### src/rtl/uart_pkg.sv
// Shared types and defaults for the UART transmit arbiter.
package uart_pkg;

  // Default byte width, matching the downstream uart_tx data port.
  localparam int UART_DAT_WIDTH = 8;

  // Arbiter control states: choose an owner, run the bus write, report completion.
  typedef enum logic [1:0] {
    IDLE = 2'd0,
    BUS  = 2'd1,
    DONE = 2'd2
  } arb_state_t;

endpackage

### src/rtl/rr_arbiter.sv
// Combinational round-robin pick: the first asserted request found when
// searching from i_ptr upward, wrapping modulo N_REQ.
module rr_arbiter #(
  parameter  int N_REQ = 4,
  localparam int PW    = (N_REQ > 1) ? $clog2(N_REQ) : 1
) (
  input  logic [N_REQ-1:0] i_req,
  input  logic [PW-1:0]    i_ptr,
  output logic [N_REQ-1:0] o_onehot,
  output logic [PW-1:0]    o_idx,
  output logic             o_valid
);

  logic [PW:0]    w_sum  [N_REQ];
  logic [PW-1:0]  w_cand [N_REQ];
  logic [N_REQ-1:0] w_hit;

  // Candidate index for each search offset; i_ptr < N_REQ, so one
  // conditional subtract is enough to wrap.
  genvar gi;
  generate
    for (gi = 0; gi < N_REQ; gi++) begin : g_cand
      assign w_sum[gi]  = {1'b0, i_ptr} + (PW+1)'(gi);
      assign w_cand[gi] = (w_sum[gi] >= (PW+1)'(N_REQ)) ?
                          PW'(w_sum[gi] - (PW+1)'(N_REQ)) :
                          w_sum[gi][PW-1:0];
      assign w_hit[gi]  = i_req[w_cand[gi]];
    end
  endgenerate

  // Priority select: walk offsets from farthest to nearest so the nearest hit wins.
  always_comb begin
    o_valid  = 1'b0;
    o_idx    = '0;
    o_onehot = '0;
    for (int i = N_REQ - 1; i >= 0; i--) begin
      if (w_hit[i]) begin
        o_valid = 1'b1;
        o_idx   = w_cand[i];
      end
    end
    if (o_valid) begin
      o_onehot[o_idx] = 1'b1;
    end
  end

endmodule

### src/rtl/uart_tx_arbiter.sv
// Round-robin arbiter sharing one UART transmitter between N_REQ byte
// producers. Each granted byte becomes one Wishbone classic write; an
// optional lock keeps ownership for up to MAX_LOCK consecutive bytes.
module uart_tx_arbiter
  import uart_pkg::*;
#(
  parameter int N_REQ     = 4,
  parameter int DAT_WIDTH = UART_DAT_WIDTH,
  parameter int MAX_LOCK  = 16
) (
  input  logic                            clk_i,
  input  logic                            rst_ni,
  input  logic [N_REQ-1:0]                req_i,
  input  logic [N_REQ-1:0]                lock_i,
  input  logic [N_REQ-1:0][DAT_WIDTH-1:0] dat_i,
  output logic [N_REQ-1:0]                grant_o,
  output logic [N_REQ-1:0]                done_o,
  output logic                            cyc_o,
  output logic                            stb_o,
  output logic                            we_o,
  output logic [DAT_WIDTH-1:0]            dat_o,
  input  logic                            ack_i
);

  localparam int PW  = (N_REQ > 1) ? $clog2(N_REQ) : 1;
  localparam int LCW = $clog2(MAX_LOCK) + 1;

  // Registered state
  arb_state_t         r_state;
  logic [N_REQ-1:0]   r_grant;
  logic [N_REQ-1:0]   r_done;
  logic               r_cyc;
  logic [DAT_WIDTH-1:0] r_dat;
  logic [PW-1:0]      r_owner;
  logic [PW-1:0]      r_ptr;
  logic [LCW-1:0]     r_lock_cnt;
  logic               r_locked;

  // Next-state values
  arb_state_t         w_state_next;
  logic [N_REQ-1:0]   w_grant_next;
  logic [N_REQ-1:0]   w_done_next;
  logic               w_cyc_next;
  logic [DAT_WIDTH-1:0] w_dat_next;
  logic [PW-1:0]      w_owner_next;
  logic [PW-1:0]      w_ptr_next;
  logic [LCW-1:0]     w_lock_cnt_next;
  logic               w_locked_next;

  // Arbiter interface
  logic [PW-1:0]      w_arb_ptr;
  logic [N_REQ-1:0]   w_win_onehot;
  logic [PW-1:0]      w_win_idx;
  logic               w_win_valid;
  logic [PW-1:0]      w_owner_inc;
  logic [N_REQ-1:0]   w_owner_onehot;

  // Successor of an index, wrapping at N_REQ-1.
  function automatic logic [PW-1:0] inc_idx(input logic [PW-1:0] idx);
    return (idx == PW'(N_REQ - 1)) ? '0 : idx + 1'b1;
  endfunction

  assign w_owner_inc    = inc_idx(r_owner);
  assign w_owner_onehot = {{(N_REQ-1){1'b0}}, 1'b1} << r_owner;

  // A held lock whose owner has gone away hands priority to the next index
  // in the same cycle, so the search starts just past the old owner.
  assign w_arb_ptr = r_locked ? w_owner_inc : r_ptr;

  rr_arbiter #(
    .N_REQ (N_REQ)
  ) u_rr_arbiter (
    .i_req    (req_i),
    .i_ptr    (w_arb_ptr),
    .o_onehot (w_win_onehot),
    .o_idx    (w_win_idx),
    .o_valid  (w_win_valid)
  );

  // State register: every output comes straight from a flop here.
  always_ff @(posedge clk_i) begin
    if (!rst_ni) begin
      r_state    <= IDLE;
      r_grant    <= '0;
      r_done     <= '0;
      r_cyc      <= 1'b0;
      r_dat      <= '0;
      r_owner    <= '0;
      r_ptr      <= '0;
      r_lock_cnt <= '0;
      r_locked   <= 1'b0;
    end else begin
      r_state    <= w_state_next;
      r_grant    <= w_grant_next;
      r_done     <= w_done_next;
      r_cyc      <= w_cyc_next;
      r_dat      <= w_dat_next;
      r_owner    <= w_owner_next;
      r_ptr      <= w_ptr_next;
      r_lock_cnt <= w_lock_cnt_next;
      r_locked   <= w_locked_next;
    end
  end

  // Next-state and registered-output logic for the IDLE/BUS/DONE sequence.
  always_comb begin
    w_state_next    = r_state;
    w_grant_next    = r_grant;
    w_done_next     = '0;
    w_cyc_next      = r_cyc;
    w_dat_next      = r_dat;
    w_owner_next    = r_owner;
    w_ptr_next      = r_ptr;
    w_lock_cnt_next = r_lock_cnt;
    w_locked_next   = r_locked;

    case (r_state)
      IDLE: begin
        if (r_locked && req_i[r_owner]) begin
          // Locked owner keeps the transmitter regardless of other requests.
          w_state_next = BUS;
          w_cyc_next   = 1'b1;
          w_grant_next = w_owner_onehot;
          w_dat_next   = dat_i[r_owner];
        end else begin
          if (r_locked) begin
            w_locked_next   = 1'b0;
            w_lock_cnt_next = '0;
            w_ptr_next      = w_owner_inc;
          end
          if (w_win_valid) begin
            w_state_next = BUS;
            w_cyc_next   = 1'b1;
            w_owner_next = w_win_idx;
            w_grant_next = w_win_onehot;
            w_dat_next   = dat_i[w_win_idx];
          end
        end
      end

      BUS: begin
        if (ack_i) begin
          w_state_next = DONE;
          w_cyc_next   = 1'b0;
          w_done_next  = r_grant;
        end
      end

      DONE: begin
        w_state_next = IDLE;
        w_grant_next = '0;
        if (lock_i[r_owner] && (r_lock_cnt < LCW'(MAX_LOCK - 1))) begin
          w_locked_next   = 1'b1;
          w_lock_cnt_next = r_lock_cnt + 1'b1;
        end else begin
          w_locked_next   = 1'b0;
          w_lock_cnt_next = '0;
          w_ptr_next      = w_owner_inc;
        end
      end

      default: begin
        w_state_next = IDLE;
        w_cyc_next   = 1'b0;
        w_grant_next = '0;
      end
    endcase
  end

  assign grant_o = r_grant;
  assign done_o  = r_done;
  assign cyc_o   = r_cyc;
  assign stb_o   = r_cyc;
  assign we_o    = r_cyc;
  assign dat_o   = r_dat;

endmodule

### config.mk
export PLATFORM = sky130hd
export DESIGN_NAME = uart_tx_arbiter
export DESIGN_NICKNAME = d
export VERILOG_FILES = /design/src/rtl/uart_pkg.sv /design/src/rtl/rr_arbiter.sv /design/src/rtl/uart_tx_arbiter.sv
export SDC_FILE = /design/constraint.sdc
export NUM_CORES = 1
export LEC_CHECK = 0
export CORE_MARGIN = 5
export CORE_UTILIZATION = 50
export DETAILED_ROUTE_END_ITERATION = 8
export MAX_ROUTING_LAYER = met4
export PLACE_DENSITY = 0.86
export SYNTH_ARGS = -nofsm -noshare
export SYNTH_HDL_FRONTEND = slang
export SYNTH_SLANG_ARGS = --single-unit
### constraint.sdc
create_clock -name clk_i -period 9.2 [get_ports clk_i]
set_clock_uncertainty 0.2 [all_clocks]
set_input_delay 1.84 -clock clk_i [delete_from_list [all_inputs] [get_ports clk_i]]
set_output_delay 1.84 -clock clk_i [all_outputs]
set_load 0.02 [all_outputs]
==> results of run 1 <==
[layer usage]
| layer | routed length, µm | global-route usage, % | part of all wire, % |
|---|---|---|---|
| met1 | 1910 | 23.0 | 42 |
| met2 | 2260 | 32.3 | 49 |
| met3 | 348 | 6.37 | 7.6 |
| met4 | 55 | 6.47 | 1.2 |
| met5 | 0 | - | 0 |
[layout make-up]
cell class	count	area (µm²)	area share (%)
clock inverters	1	5.00	0.192
well taps	48	60.1	2.30
repair buffers	62	618	23.7
flip-flops and latches	29	581	22.2
clock buffers	7	96.3	3.69
inverters	4	15.0	0.575
multi-input cells	145	1240	47.4
[state kept, by name, indices dropped and copies added, names as in the netlist]
register    cells
cyc_o           1
dat_o           8
done_o          4
grant_o         4
r_lock_cnt      5
r_locked        1
r_owner         2
r_ptr           2
r_state         2
[cells by family after synthesis]
kind of cell / Yosys count / synth area share (%)
DFF: 29 / 30.2
buffers and inverters: 19 / 5.53
and+or+nand+nor: 65 / 18.5
muxes: 35 / 25.2
AOI/OAI and AO/OA: 40 / 17.4
adders and majority gates: 5 / 3.25
[worst max-delay path: stages]
cell	delay, ns
clkdlybuf4s50_1	0.50
mux4_2	0.56
and2_1	0.43
or4_1	0.59
a311oi_1	0.26
[per-stage QoR]
step                      instances  worst slack [ns]  area, µm²
final                           296              5.01       2610
after global placement          288              4.81       2510
after global routing            296              4.88       2610
after CTS                       296              5.04       2610
after detailed placement        288              4.74       2510
after floorplan                 193              5.64       1920
[cells in the final DEF, fill, tap and decap left out, types with 2 or more instances in the layout]
cell             count
clkdlybuf4s50_1     61
nor4_1               6
ha_1                 5
clkbuf_8             7
o21a_1               2
a21oi_1              3
and2_1               7
o21ai_0              5
mux2i_1             21
mux2_1               2
o221a_1              6
nor3_1               4
nor2_1              13
nand2b_1             5
nand2_1             10
nor2b_1              9
a31oi_1              2
inv_1                4
o311ai_1             5
mux4_2              10
nand4_1              3
a311oi_1             2
a211oi_1             4
dfxtp_1             29
[where the power goes]
part | internal (W) | switching [W] | leakage (nW)
Clock | 0.0000675 | 0.0000515 | 0.0542
Combinational | 0.0000570 | 0.0000452 | 0.693
Sequential | 0.000134 | 0.00000891 | 0.238
[final timing paths]
check                            endpoint  slack [ns]  cells after the start
setup reg to reg    dat_o[4]$_SDFFE_PN0P_        5.73                      8
hold reg to reg      done_o[1]$_SDFF_PN0_        0.29                      1
setup / recovery  grant_o[3]$_SDFFE_PN0P_        5.01                      5
hold / removal       done_o[1]$_SDFF_PN0_        0.29                      1
==> impl_metrics.yaml, run 1 <==
placed_design:
  port_buffers: 61
  place_congestion: 0.790
  dp_hpwl_um: 3420
clock_network:
  clk_pin_slew_ns: 0.06
  post_cts_buffers: 0
  cts_hold_buffers: 0
  ctsLongestPathBuffers: 2
  cts_tree: "yes"
  h-tree-depth: 2
  cts-root-buf: "clkbuf_8"
  cts_buffers: 5
  insertion_delay_ns: 0.29
  cts.sinks: 29
  cts_resized: 0
floorplanning:
  std_cell_rows: 22
  die_x_um: 72.0
  core_area_um2: 3690
  die_y_um: 72.0
  ios: 62
  start_util_pct: 52.2
  dieArea_um2: 5190
drt:
  viasPerCell: 5.87
  drtAntennaViolNets: 0
  first_pass_iters: 4
  wire_per_inst_um: 15.5
  wl_um: 4580
  vias: 1738
  post-route-drc-count: 0
  first_iter_violations: 132
global_routing:
  grt_pass1_wl_um: 7810
  grt_antenna_before_repair: 0
  gr-usage-all-layers_pct: 19.8
  overflow: 0
  grt_max_degree: 23
  grt_pass1_vias: 1717
synth:
  synth_cells: 193
  yosys-top-cells-area: "dfxtp_1, mux4_2, mux2i_1"
  synth_commonest_cells: "dfxtp_1, mux2i_1, nor2_1, mux4_2, nand2_1"
  avgSynthCellArea_um2: 9.97
  yosysTopAreaCell: "dfxtp_1"
  synth_top_area_share_pct: 30.2
  syn-cell-area_um2: 1920
  seq_area_frac_synth_pct: 30.2
  syn_nets: 241
  synthFlopType: "dfxtp_1"
  async_flop_share_pct: 0
  synth.most_common_cell: "dfxtp_1"
  synth_seq_cells: 29
  synth-edff-count: 0
  yosysUniqueCellTypes: 47
  yosysWarnings: 0
finish:
  drive_gt1_share_pct: 10.5
  fin_util_pct: 70.8
  nFillCells: 297
  antenna_cells: 0
  syn2layout_area_growth_pct: 35.8
  nets: 295
critical_path:
  cp_max_fo: 22
  critPathLaunch: "req_i[3]"
  end_kind: "register"
  rr_startpoint: "r_owner[0]$_SDFFE_PN0P_"
  crit_required_ns: 9.19
  critPathLaunchType: "input pin"
  cp_data_arrival_time_ns: 4.18
  critPathKind: "in -> reg"
sta:
  finalHoldViolCount: 0
  max-slew-margin-rel_pct: 41.8
  tightestPinTransition_ns: 0.870
  rsz0062_at_grt: "no"
  holdWs_ns: 0.285
  finalSetupTns_ns: 0
  post-route-period-util_pct: 45.6
  period_needed_ns: 4.19
  fmax_mhz: 239
  slew_violations: 0
  setup_viol: 0
run:
  max_cap_violations: 0
worst_hold_path:
  holdCritStartpoint: "grant_o[1]$_SDFFE_PN0P_"
  hold_path_class: "reg -> reg"
pwr:
  p_leak_nw: 0.985
  power.total_w: 0.000364
  irDropWorstVdd_mv: 0.0647
  powerDensity_nw_per_um2: 139
run_status:
  status: "finished clean"
Note: power is estimated with default switching activity, not from simulation.
==> inputs of run 2 (changes only) <==
- CORE_UTILIZATION: 50 -> 42
- PLACE_DENSITY: 0.86 -> 0.77
- clock period: 9.2 -> 3.7 ns (I/O delays scaled with it)
==> run 2 against run 1 <==
Against the previous run:
- power rose to 2.6 times the previous value
- flip-flop and latch count unchanged
- non-clock buffer count up 5
- register-to-register slack worse by 5.2 ns
- routed wire length up 4.7%
- global-route usage down 3.2 points
- clock power rose to 2.9 times the previous value
- largest cell class unchanged
==> impl_metrics.yaml, run 2 (synthesis results as in run 1) <==
run_status:
  status: "finished clean"
pwr:
  powerDensity_nw_per_um2: 358
  power.total_w: 0.000956
  irDropWorstVdd_mv: 0.219
  p_leak_nw: 1.02
global_routing:
  overflow: 0
  grt_pass1_wl_um: 8080
  grt_pass1_vias: 1813
  grt_antenna_before_repair: 0
  grt_max_degree: 22
  gr-usage-all-layers_pct: 16.6
critical_path:
  cp_num_buf_inv: 1
  crit_slowest_cell: "dfxtp_1"
  cp_data_arrival_time_ns: 3.15
  critPathLaunch: "r_owner[1]$_SDFFE_PN0P_"
  rr_startpoint: "r_owner[1]$_SDFFE_PN0P_"
  end_kind: "register"
  critPathLaunchType: "register"
  critPathKind: "reg -> reg"
  slowest_delay_ns: 0.62
  cp_max_fo: 11
  critPathTopFamily: "multiplexers"
  crit_required_ns: 3.70
  crit_chain: "inv_1 -> ha_1 -> mux2_1 -> a211o_1 -> o221a_4 -> nor2_2 -> mux2_2 -> a211oi_1"
floorplanning:
  core_area_um2: 4410
  die_x_um: 77.7
  dieArea_um2: 6040
  start_util_pct: 43.6
  std_cell_rows: 24
  die_y_um: 77.7
  ios: 62
clock_network:
  cts_tree: "yes"
  cts-root-buf: "clkbuf_8"
  cts_hold_buffers: 0
  clk_pin_slew_ns: 0.07
  insertion_delay_ns: 0.28
  post_cts_buffers: 0
  cts_buffers: 5
  h-tree-depth: 2
  cts.sinks: 29
  ctsLongestPathBuffers: 2
  cts_resized: 0
sta:
  period_needed_ns: 3.15
  slew_violations: 0
  post-route-period-util_pct: 85.2
  finalSetupTns_ns: 0
  rsz0062_at_grt: "no"
  max-slew-margin-rel_pct: 42.8
  holdWs_ns: 0.297
  tightestPinTransition_ns: 0.854
  fmax_mhz: 317
  finalHoldViolCount: 0
  setup_viol: 0
finish:
  largest_register_ffs: 8
  drive_gt1_share_pct: 11.9
  final_common_cell: "clkdlybuf4s50_1"
  antenna_cells: 0
  layout_common_cells: "clkdlybuf4s50_1, dfxtp_1, mux2i_1"
  layout.cells.non_filler: 305
  syn2layout_area_growth_pct: 38.8
  nets: 300
drt:
  drtAntennaViolNets: 0
  vias: 1747
  wire_per_inst_um: 15.7
  wl_um: 4790
  post-route-drc-count: 0
  viasPerCell: 5.73
  first_pass_iters: 4
  first_iter_violations: 51
worst_hold_path:
  holdCritStartpoint: "grant_o[2]$_SDFFE_PN0P_"
  hold_path_class: "reg -> reg"
placed_design:
  dp_hpwl_um: 3710
  port_buffers: 61
  post-place-cells: 297
  place_congestion: 0.808
run:
  max_cap_violations: 0
==> run 2: metal layers <==
metal	GRT usage (%)	wire length, µm
met5	-	0
met4	3.61	34
met3	4.86	291
met2	29.5	2430
met1	18.2	2030
==> run 2: stage by stage <==
stage | setup WS [ns] | utilization [%] | instance area, µm²
4_1_cts | 0.520 | 60.5 | 2670
2_1_floorplan | 0.695 | - | 1920
3_5_place_dp | 0.515 | 57.9 | 2550
6_report | 0.548 | 60.5 | 2670
5_1_grt | 0.271 | 60.5 | 2670
3_3_place_gp | 0.619 | 57.9 | 2550
==> run 2: cell type report <==
class | count | area (µm²)
Timing Repair Buffer | 67 | 656
Clock inverter | 1 | 30.0
Tap cell | 52 | 65.1
Clock buffer | 7 | 86.3
Multi-Input combinational cell | 145 | 1240
Sequential cell | 29 | 581
Inverter | 4 | 15.0
Fill cell | 380 | 1740
==> run 2: path summary, 6_finish.rpt <==
kind | endpoint | slack [ns] | cells past startpoint
min reg2reg | done_o[2]$_SDFF_PN0_ | 0.30 | 1
max reg2reg | dat_o[4]$_SDFFE_PN0P_ | 0.55 | 8
min | done_o[2]$_SDFF_PN0_ | 0.30 | 1
max | dat_o[4]$_SDFFE_PN0P_ | 0.55 | 8
==> run 2: power by group <==
part / leakage [nW] / switching, W / internal, W
Clock: 0.0585 / 0.000122 / 0.000219
Combinational: 0.720 / 0.000117 / 0.000144
Sequential: 0.238 / 0.0000187 / 0.000334
==> run 2: worst reg2reg max path, stage by stage, from the launching register on <==
cell and delay (ns):
dfxtp_1 0.62, inv_1 0.15, ha_1 0.34, mux2_1 0.32
a211o_1 0.25, o221a_4 0.16, nor2_2 0.43, mux2_2 0.39
a211oi_1 0.22
==> inputs of run 3 (changes only) <==
- CORE_UTILIZATION: 42 -> 30
- PLACE_DENSITY: 0.77 -> not set
==> run 3 against run 2 <==
Against the previous run:
- combinational power hardly changed
- critical path depth did not move
- hold slack worse by 0.00095 ns
- sequential power is essentially flat
- final cell count increased by 8.5%
- non-clock buffer count rose by 1
- register-to-register slack better by 0.13 ns
==> impl_metrics.yaml, run 3 (synthesis results as in run 1) <==
drt:
  post-route-drc-count: 0
  wire_per_inst_um: 14.5
  vias: 1682
  viasPerCell: 5.08
  first_pass_iters: 4
  first_iter_violations: 88
  drtAntennaViolNets: 0
  wl_um: 4810
finish:
  fin_util_pct: 42.7
  layout.cells.non_filler: 331
  antenna_cells: 0
  syn2layout_area_growth_pct: 39.2
  stdcell_area_um2: 2680
  nets: 301
  final_common_cell: "clkdlybuf4s50_1"
  layout_common_cells: "clkdlybuf4s50_1, dfxtp_1, mux2i_1"
  drive_gt1_share_pct: 12.6
  largest_register_ffs: 8
worst_hold_path:
  holdCritStartpoint: "grant_o[1]$_SDFFE_PN0P_"
  worstHoldPathCells: 1
  hold_path_class: "reg -> reg"
critical_path:
  reg2reg_to: "dat_o[4]$_SDFFE_PN0P_"
  crit_required_ns: 3.70
  reg2reg_slack_ns: 0.68
  cp_num_buf_inv: 1
  path_depth: 8
  r2r_cells: 8
  end_kind: "register"
  critPathTopFamily: "multiplexers"
  crit_chain: "inv_1 -> ha_1 -> mux2_1 -> a211o_1 -> o221a_4 -> nor2_2 -> mux2_2 -> a211oi_1"
  critPathKind: "reg -> reg"
  cp_data_arrival_time_ns: 3.01
  cp_max_fo: 11
  rr_startpoint: "r_owner[0]$_SDFFE_PN0P_"
  slowest_delay_ns: 0.48
  critPathLaunchType: "register"
  critPathLaunch: "r_owner[0]$_SDFFE_PN0P_"
  crit_end: "dat_o[4]$_SDFFE_PN0P_"
  crit_slowest_cell: "dfxtp_1"
pwr:
  p_leak_nw: 1.01
  powerDensity_nw_per_um2: 324
  irDropWorstVdd_mv: 0.164
run:
  max_cap_violations: 0
clock_network:
  cts_hold_buffers: 0
  cts_buffers: 5
  post_cts_buffers: 0
  h-tree-depth: 2
  ctsLongestPathBuffers: 2
  cts_tree: "yes"
  insertion_delay_ns: 0.28
  cts-root-buf: "clkbuf_8"
  clk_pin_slew_ns: 0.06
  cts.sinks: 29
  cts_resized: 0
placed_design:
  post-place-cells: 323
  place_congestion: 0.781
  dp_hpwl_um: 3810
  placed_cell_area_um2: 2590
  port_buffers: 61
global_routing:
  grt_pass1_vias: 1782
  grt_antenna_before_repair: 0
  globalRouteMet1Util_pct: 15.2
  grtUsageMet2_pct: 19.8
  met3_usage_pct: 2.67
  grt.busiest_layer: "met2"
  overflow: 0
  grt_pass1_wl_um: 8220
  grt_max_degree: 21
  gr-usage-all-layers_pct: 12.3
floorplanning:
  ios: 62
  die_x_um: 90.1
  start_util_pct: 30.7
  die_y_um: 90.1
  dieArea_um2: 8120
  std_cell_rows: 29
  core_area_um2: 6280
sta:
  finalHoldViolCount: 0
  fmax_mhz: 331
  tightestPinTransition_ns: 0.847
  finalSetupTns_ns: 0
  slew_violations: 0
  rsz0062_at_grt: "no"
  max-slew-margin-rel_pct: 43.3
  period_needed_ns: 3.02
  post-route-period-util_pct: 81.6
  setup_viol: 0
run_status:
  status: "finished clean"
==> run 3: cell types whose count changed in the layout (fill, tap and decap cells not counted) <==
cell | previous run | this run
bufinv_16 | 1 | 0
clkinvlp_4 | 0 | 1
clkbuf_8 | 6 | 5
clkinv_2 | 0 | 2
buf_4 | 6 | 7
clkbuf_1 | 1 | 0
==> run 3: routing by layer <==
metal,wire length [µm],share of wire [%]
met1,2190,46
met2,2280,47
met3,269,5.6
met4,69,1.4
met5,0,0
==> run 3: worst min path at each step <==
| stage | end |
|---|---|
| after detailed placement | done_o[1]$_SDFF_PN0_ |
| after global placement | done_o[2]$_SDFF_PN0_ |
| after global routing | done_o[0]$_SDFF_PN0_ |
| after CTS | done_o[2]$_SDFF_PN0_ |
| final | done_o[1]$_SDFF_PN0_ |
| after floorplan | r_lock_cnt[2]$_SDFFE_PN0P_ |
==> run 3: stage by stage <==
step	setup slack (ns)	hold WS, ns	power, W
floorplan	0.695	0.261	0.000511
global placement	0.605	0.282	0.000625
detailed placement	0.605	0.287	0.000626
CTS	0.707	0.301	0.000882
global route	0.556	0.317	0.000917
finish	0.683	0.296	0.000868
==> run 3: final cells by class <==
cell class | instances | area [µm²]
Clock inverter | 3 | 17.5
Fill cell | 641 | 3600
Inverter | 4 | 15.0
Clock buffer | 5 | 68.8
Timing Repair Buffer | 68 | 663
Multi-Input combinational cell | 145 | 1240
Tap cell | 77 | 96.3
Sequential cell | 29 | 581
==> run 3: report_power, final <==
part | leakage [nW] | total, W | internal (W) | switching [W]
Sequential | 0.238 | 0.000351 | 0.000334 | 0.0000173
Combinational | 0.724 | 0.000265 | 0.000146 | 0.000119
Clock | 0.0439 | 0.000253 | 0.000129 | 0.000123
